## src/rtl/mem_pkg.sv

```systemverilog
// Shared constants and controller state type for the 16x4 RAM request controller.
package mem_pkg;

  localparam int ADDR_W = 4;
  localparam int DATA_W = 4;
  localparam int DEPTH  = 1 << ADDR_W;

  typedef enum logic [1:0] {
    IDLE  = 2'd0,
    WRITE = 2'd1,
    READ  = 2'd2,
    CLEAR = 2'd3
  } state_t;

endpackage

```

## src/rtl/mem_ctrl.sv

```systemverilog
// Request-side controller for the 16x4 RAM: single-word writes, burst reads with a timed response stream.
// Optional build macro MEM_CTRL_INIT_CLEAR_EN zero-fills the RAM after every reset release.
module mem_ctrl #(
  parameter int ADDR_W = mem_pkg::ADDR_W,
  parameter int DATA_W = mem_pkg::DATA_W
) (
  input  logic              clock,
  input  logic              reset_n,
  input  logic              req_valid,
  output logic              req_ready,
  input  logic              req_write,
  input  logic [ADDR_W-1:0] req_addr,
  input  logic [DATA_W-1:0] req_data,
  input  logic [ADDR_W-1:0] req_len,
  output logic              rsp_valid,
  output logic [DATA_W-1:0] rsp_data,
  output logic              rsp_last,
  output logic              mem_load,
  output logic [ADDR_W-1:0] mem_addr,
  output logic [DATA_W-1:0] mem_in,
  input  logic [DATA_W-1:0] mem_out,
  output logic              busy
);
  import mem_pkg::*;

`ifdef MEM_CTRL_INIT_CLEAR_EN
  localparam state_t RST_STATE = CLEAR;
`else
  localparam state_t RST_STATE = IDLE;
`endif

  state_t            state;
  logic [ADDR_W-1:0] cur;
  logic [ADDR_W-1:0] cnt;
  logic [DATA_W-1:0] data_q;
  logic              accept;

  // cur doubles as the RAM address and is left on the last driven address,
  // so in IDLE the RAM output stays stable without a separate hold register.
  assign mem_addr = cur;
  assign mem_in   = data_q;

  // Gated by reset_n so every output is 0 while reset is held and load drops at once.
  assign mem_load  = reset_n && (state == WRITE || state == CLEAR);
  assign req_ready = reset_n && (state == IDLE);
  assign busy      = reset_n && (state != IDLE);
  assign accept    = req_valid && req_ready;

  always_ff @(posedge clock or negedge reset_n) begin
    if (!reset_n) begin
      state     <= RST_STATE;
      cur       <= '0;
      cnt       <= '0;
      data_q    <= '0;
      rsp_valid <= 1'b0;
      rsp_last  <= 1'b0;
      rsp_data  <= '0;
    end else begin
      rsp_valid <= 1'b0;
      rsp_last  <= 1'b0;
      case (state)
        IDLE: begin
          if (accept) begin
            cur <= req_addr;
            if (req_write) begin
              data_q <= req_data;
              state  <= WRITE;
            end else begin
              cnt   <= req_len;
              state <= READ;
            end
          end
        end
        WRITE: state <= IDLE;
        READ: begin
          rsp_valid <= 1'b1;
          rsp_data  <= mem_out;
          rsp_last  <= (cnt == '0);
          cnt       <= cnt - 1'b1;
          if (cnt == '0) state <= IDLE;
          else           cur   <= cur + 1'b1;
        end
`ifdef MEM_CTRL_INIT_CLEAR_EN
        CLEAR: begin
          // data_q is zero out of reset, so mem_in already drives the fill value.
          if (cur == '1) state <= IDLE;
          else           cur   <= cur + 1'b1;
        end
`endif
        default: state <= IDLE;
      endcase
    end
  end

endmodule
```

## config.mk

```make
export PLATFORM = sky130hd
export DESIGN_NAME = mem_ctrl
export DESIGN_NICKNAME = d
export VERILOG_FILES = /design/src/rtl/mem_pkg.sv /design/src/rtl/mem_ctrl.sv
export SDC_FILE = /design/constraint.sdc
export NUM_CORES = 1
export LEC_CHECK = 0
export ABC_AREA = 1
export BUFFER_PORTS_ARGS = -buffer_cell sky130_fd_sc_hd__buf_2
export CAP_MARGIN = 20
export CORE_ASPECT_RATIO = 1.2
export CORE_MARGIN = 4
export CORE_UTILIZATION = 43
export CTS_CLUSTER_SIZE = 25
export DETAILED_ROUTE_END_ITERATION = 8
export MAX_ROUTING_LAYER = met4
export PLACE_DENSITY = 0.71
export SYNTH_ARGS = -nofsm -noshare
export SYNTH_HDL_FRONTEND = slang
export SYNTH_SLANG_ARGS = --single-unit
```

## constraint.sdc

```tcl
create_clock -name clock -period 1.1 [get_ports clock]
set_input_delay 0.22 -clock clock [delete_from_list [all_inputs] [get_ports clock]]
set_output_delay 0.22 -clock clock [all_outputs]
set_load 0.01 [all_outputs]
```

Yosys cells after proc, flatten, opt, wreduce, memory -nomap -nowiden
Cells that the tools add are included.
{ "classes": {"add_sub_neg": 2, "eq_ne": 7, "reduce_logical": 13, "mux": 12} }
{ "op_table": {"columns": ["op", "count"], "rows": [
  ["4-bit two-way mux", 4],
  ["4-bit one-hot mux with 2 select lines", 2],
  ["3-bit AND reduction", 3],
  ["2-bit inequality test (second input constant)", 4],
  ["2-bit two-way mux", 3],
  ["4-bit by 1-bit adder with 4-bit output (second input constant)", 1],
  ["2-bit equality test (second input constant)", 2],
  ["1-bit logical AND", 4],
  ["4-bit logical NOT", 1],
  ["2-bit one-hot mux with 2 select lines", 1],
  ["2-bit nonzero test", 2],
  ["4-bit by 1-bit subtractor with 4-bit output (second input constant)", 1],
  ["2-bit by 1-bit equality test with 1-bit output (second input constant)", 1],
  ["2-bit logical NOT", 1],
  ["1-bit two-way mux", 2],
  ["2-bit AND reduction", 1],
  ["1-bit logical OR", 1]
]} }
{ "totals": {"reg_bits": 20, "in_bits": 20, "output_inout_bits": 17, "word_cells": 41} }

Depth between registers and ports, before layout
{ "logic_depth": {"ltp_word": 5, "depth_mapped": 8, "depth_no_buf": 7} }

Least setup slack after synthesis
Ideal clock, no wire load.
{ "synth_timing": {"path_type": "register -> register", "startpoint": "register cur[0] (netlist: mem_addr[0])", "endpoint": "register cur[2] (netlist: mem_addr[2])", "period_less_slack_ps": 1240, "required_ps": 983, "path_slack_ps": -140, "path_stages_with_launch": 7, "t_arrival_ps": 1124, "setup_time_ps": 117, "n_path_buf": 0, "cell_sequence": "dfrtp_1 -> ha_1 -> or2_2 -> nand3_1 -> nand2_1 -> nand2_1 -> nand2_1"} }
{ "synth_via": {"elab_chain_cells": 3} }
{ "synth_rtl": {"columns": ["item", "line", "source"], "rows": [
  ["start, declared", "mem_ctrl.sv:33", "logic [ADDR_W-1:0] cur;"],
  ["start signal, assigned", "mem_ctrl.sv:64", "cur <= req_addr;"],
  ["start signal, assigned", "mem_ctrl.sv:81", "else cur <= cur + 1'b1;"],
  ["4-bit by 1-bit adder with 4-bit output", "mem_ctrl.sv:81", null],
  ["4-bit two-way mux", "mem_ctrl.sv:80", "if (cnt == '0) state <= IDLE;"],
  ["4-bit one-hot mux with 2 select lines", "mem_ctrl.sv:61", "case (state)"]
]} }
Every way passes these cells. The select of a mux whose other input is x is not followed.
A chain may end at the register's enable or synchronous reset.

Worst setup path after layout
{ "layout_timing": {"startpoint": "register state[1]", "endpoint": "output port req_ready"} }
{ "layout_via": {"elab_chain_cells": 2} }
{ "layout_rtl": {"columns": ["item", "line", "source"], "rows": [
  ["start, declared", "mem_ctrl.sv:32", "state_t state;"],
  ["start signal, assigned", "mem_ctrl.sv:51", "state <= RST_STATE;"],
  ["start signal, assigned", "mem_ctrl.sv:67", "state <= WRITE;"],
  ["start signal, assigned", "mem_ctrl.sv:70", "state <= READ;"],
  ["2-bit logical NOT", "mem_ctrl.sv:45", "assign req_ready = reset_n && (state == IDLE);"],
  ["1-bit logical AND", "mem_ctrl.sv:45", null],
  ["end, declared", "mem_ctrl.sv:10", "output logic req_ready,"]
]} }
Every way passes these cells.

==> run metrics <==
Netlist cell types 23; Worst EP required 0.88 ns; Worst-Margin Slew 0.398 ns; PnR Total Power approximately 4.8 mW; clk buf depth 2; Total Nets Final about 220; CTS Root Cell clkbuf_4; post-synthesis sequential area ratio 0.486; failing checks negative setup slack; WP data arrival 1.17 ns; clock-pin slew on the worst setup and hold paths ~0.12 ns; startpoint types flip-flop; YS warnings 0; R2R cell count 6; Tmin final roughly 1.4 ns; Crit Path Max Fanout 3; area grow syn2layout 66.3%; Non-Filler Instances 231; die footprint 3240 um2; fmax 722 MHz; Detailed Routing Iterations Pass 1 4; Synth Instances 128; Worst Hold Class in2reg; Row Count 19; placed cell count between 200 and 250; global-route wire length before repair approximately 5000 um; Skew-Pair Late Insertion Delay just over 0.3 ns; vias 1125; crit path kind reg2out; antenna diode instance count 0; RSZ-0062 raised after global routing true; initial core utilization 0.451; DP Wirelength between 2000 and 2500 um; dominant cells by area after synthesis dfrtp_1 49%, nand2_1 16%, nand3_1 5.8%, inv_1 4.0%, o21ai_0 3.9%; H-tree levels 1; mean cell area of the mapped netlist a little over 8 um2; Critical Path End Type primary output; Cell Chain, Critical Path buf_6 > nor3_4 > buf_2; most frequent cells in the layout 42 x nand2_1, 31 x buf_2, 26 x buf_4; number of CTS-inserted buffers 3; fin worst setup slack -0.286 ns; Final Hold Viols 0; max-cap violation count 0; Max Clock Skew 0.00170 ns; final instance area 1710 um2; Yosys top cell by area dfrtp_1; dpl ws -0.0978 ns; largest net degree at the start of global routing 19; Yosys reg bits 20; initial antenna violation count 0; CTS tree done; die span in y 61.6 um; static leakage 0.917 nW; commonest non-fill, non-tap cell in the layout nand2_1; Crit path largest cell delay 0.43 ns; vias in the first global route 1150; fin crit share 1.26; DR vias/cell 4.87; Post-Route WL 3030 um; Syn Nets 150; outcome complete, but fails checks; WL/cell 13.1 um; share of cells above drive strength 1 0.505; clk sinks 20; max_slew headroom 0.733; hold path cells 3; Finish-stage setup viols 23; Synth top area share 0.486; Remaining Overflow, GRT 0; drt drc 0; Iteration-0 DRC Markers 26; number of port buffers 36; Final ANT Viol Nets 0; GRT Util Overall 0.212; slowest stage cell, crit path dfrtp_1; PD cells 2790 nW/um2; Ports 37; Setup TNS -3.00 ns; dpl cell area around 1400 um2; Slew Viols, Final 0; Die X 52.7 um; Max VDD drop about 1.8 mV; routability cong. 0.858; core area 2280 um2; Mapped Area 1030 um2
==> per-layer routing <==
layer,part of all wire,wire [um],vias up,track usage
met5,0,0,-,-
met4,0.031,93,0,0.0985
met3,0.049,149,9,0.0218
met2,0.53,1610,42,0.378
met1,0.39,1170,525,0.236
li1,-,-,549,-
==> worst max-delay path: cells and delay by family (launching register included) <==
kind / cells / cell delay [ns]
buffers and inverters: 2 / 0.28
flip-flops: 1 / 0.43
AND/OR/NAND/NOR: 1 / 0.15
==> Yosys cell counts <==
cell type  instances
inv_2              1
buf_4              1
o21ai_0            8
dfrtp_1           20
buf_6              2
nand3_2            1
nor2_4             1
nand4_1            1
inv_1             11
or2_0              1
or2_2              1
a21oi_2            2
nand3_1           12
nor2_1             7
nand2_1           43
inv_4              1
nor3_1             1
ha_1               2
o21ai_1            3
nand2_4            1
nor2_2             2
a21oi_1            3
nand2_2            3
==> registers in the layout, summed over array words and instances, names as in the netlist <==
name,flops
mem_addr,4
rsp_valid,1
cnt,4
state,2
rsp_last,1
mem_in,4
rsp_data,4
==> final cells by class <==
class | count | area (um2)
Fill cell | 179 | 569
Multi-Input combinational cell | 92 | 546
Timing Repair Buffer | 71 | 514
Sequential cell | 20 | 503
Inverter | 13 | 58.8
Tap cell | 31 | 38.8
Clock inverter | 1 | 30.0
Clock buffer | 3 | 22.5
==> report_power, final <==
| part | total, mW | switching [mW] | internal, mW | leakage [nW] |
|---|---|---|---|---|
| Clock | 0.614 | 0.246 | 0.368 | 0.0279 |
| Sequential | 1.28 | 0.207 | 1.08 | 0.244 |
| Combinational | 2.88 | 1.44 | 1.44 | 0.645 |
| Total | 4.78 | 1.90 | 2.88 | 0.917 |
==> stage by stage <==
step,hold slack (ns),utilization
final,0.0949,0.751
after global routing,0.0939,0.751
after CTS,0.0907,0.724
after detailed placement,0.243,0.624
after global placement,0.244,0.624
after floorplan,-0.0756,-
==> worst paths after layout <==
path	start	to	slack [ns]
max reg2reg	state[0]	mem_in[1]	-0.19
max in group asynchronous	reset_n	mem_addr[0]	0.45
min	mem_out[3]	rsp_data[3]	0.09
max	state[1]	req_ready	-0.29
min reg2reg	mem_in[2]	mem_in[2]	0.49
min in group asynchronous	reset_n	rsp_last	0.44
==> what timing repair did <==
item,4_1_cts,5_1_grt
setup endpoints to repair,20,51
resized for setup,26,10
hold endpoints to repair,20,18
pin swaps,5,2
hold buffers,2,1
setup buffers,8,3
==> cell families (layout without fill, tap and decap cells) <==
group                    after synthesis  count (layout)  share of synthesized area
buffers and inverters                 16              88                     0.0790
AND/OR/NAND/NOR                       74              74                      0.326
flip-flops                            20              20                      0.486
AO/OA/AOI/OAI                         16              16                     0.0851
adder cells (fa/ha/maj)                2               2                     0.0243
Power figures use the tool's default switching activity.
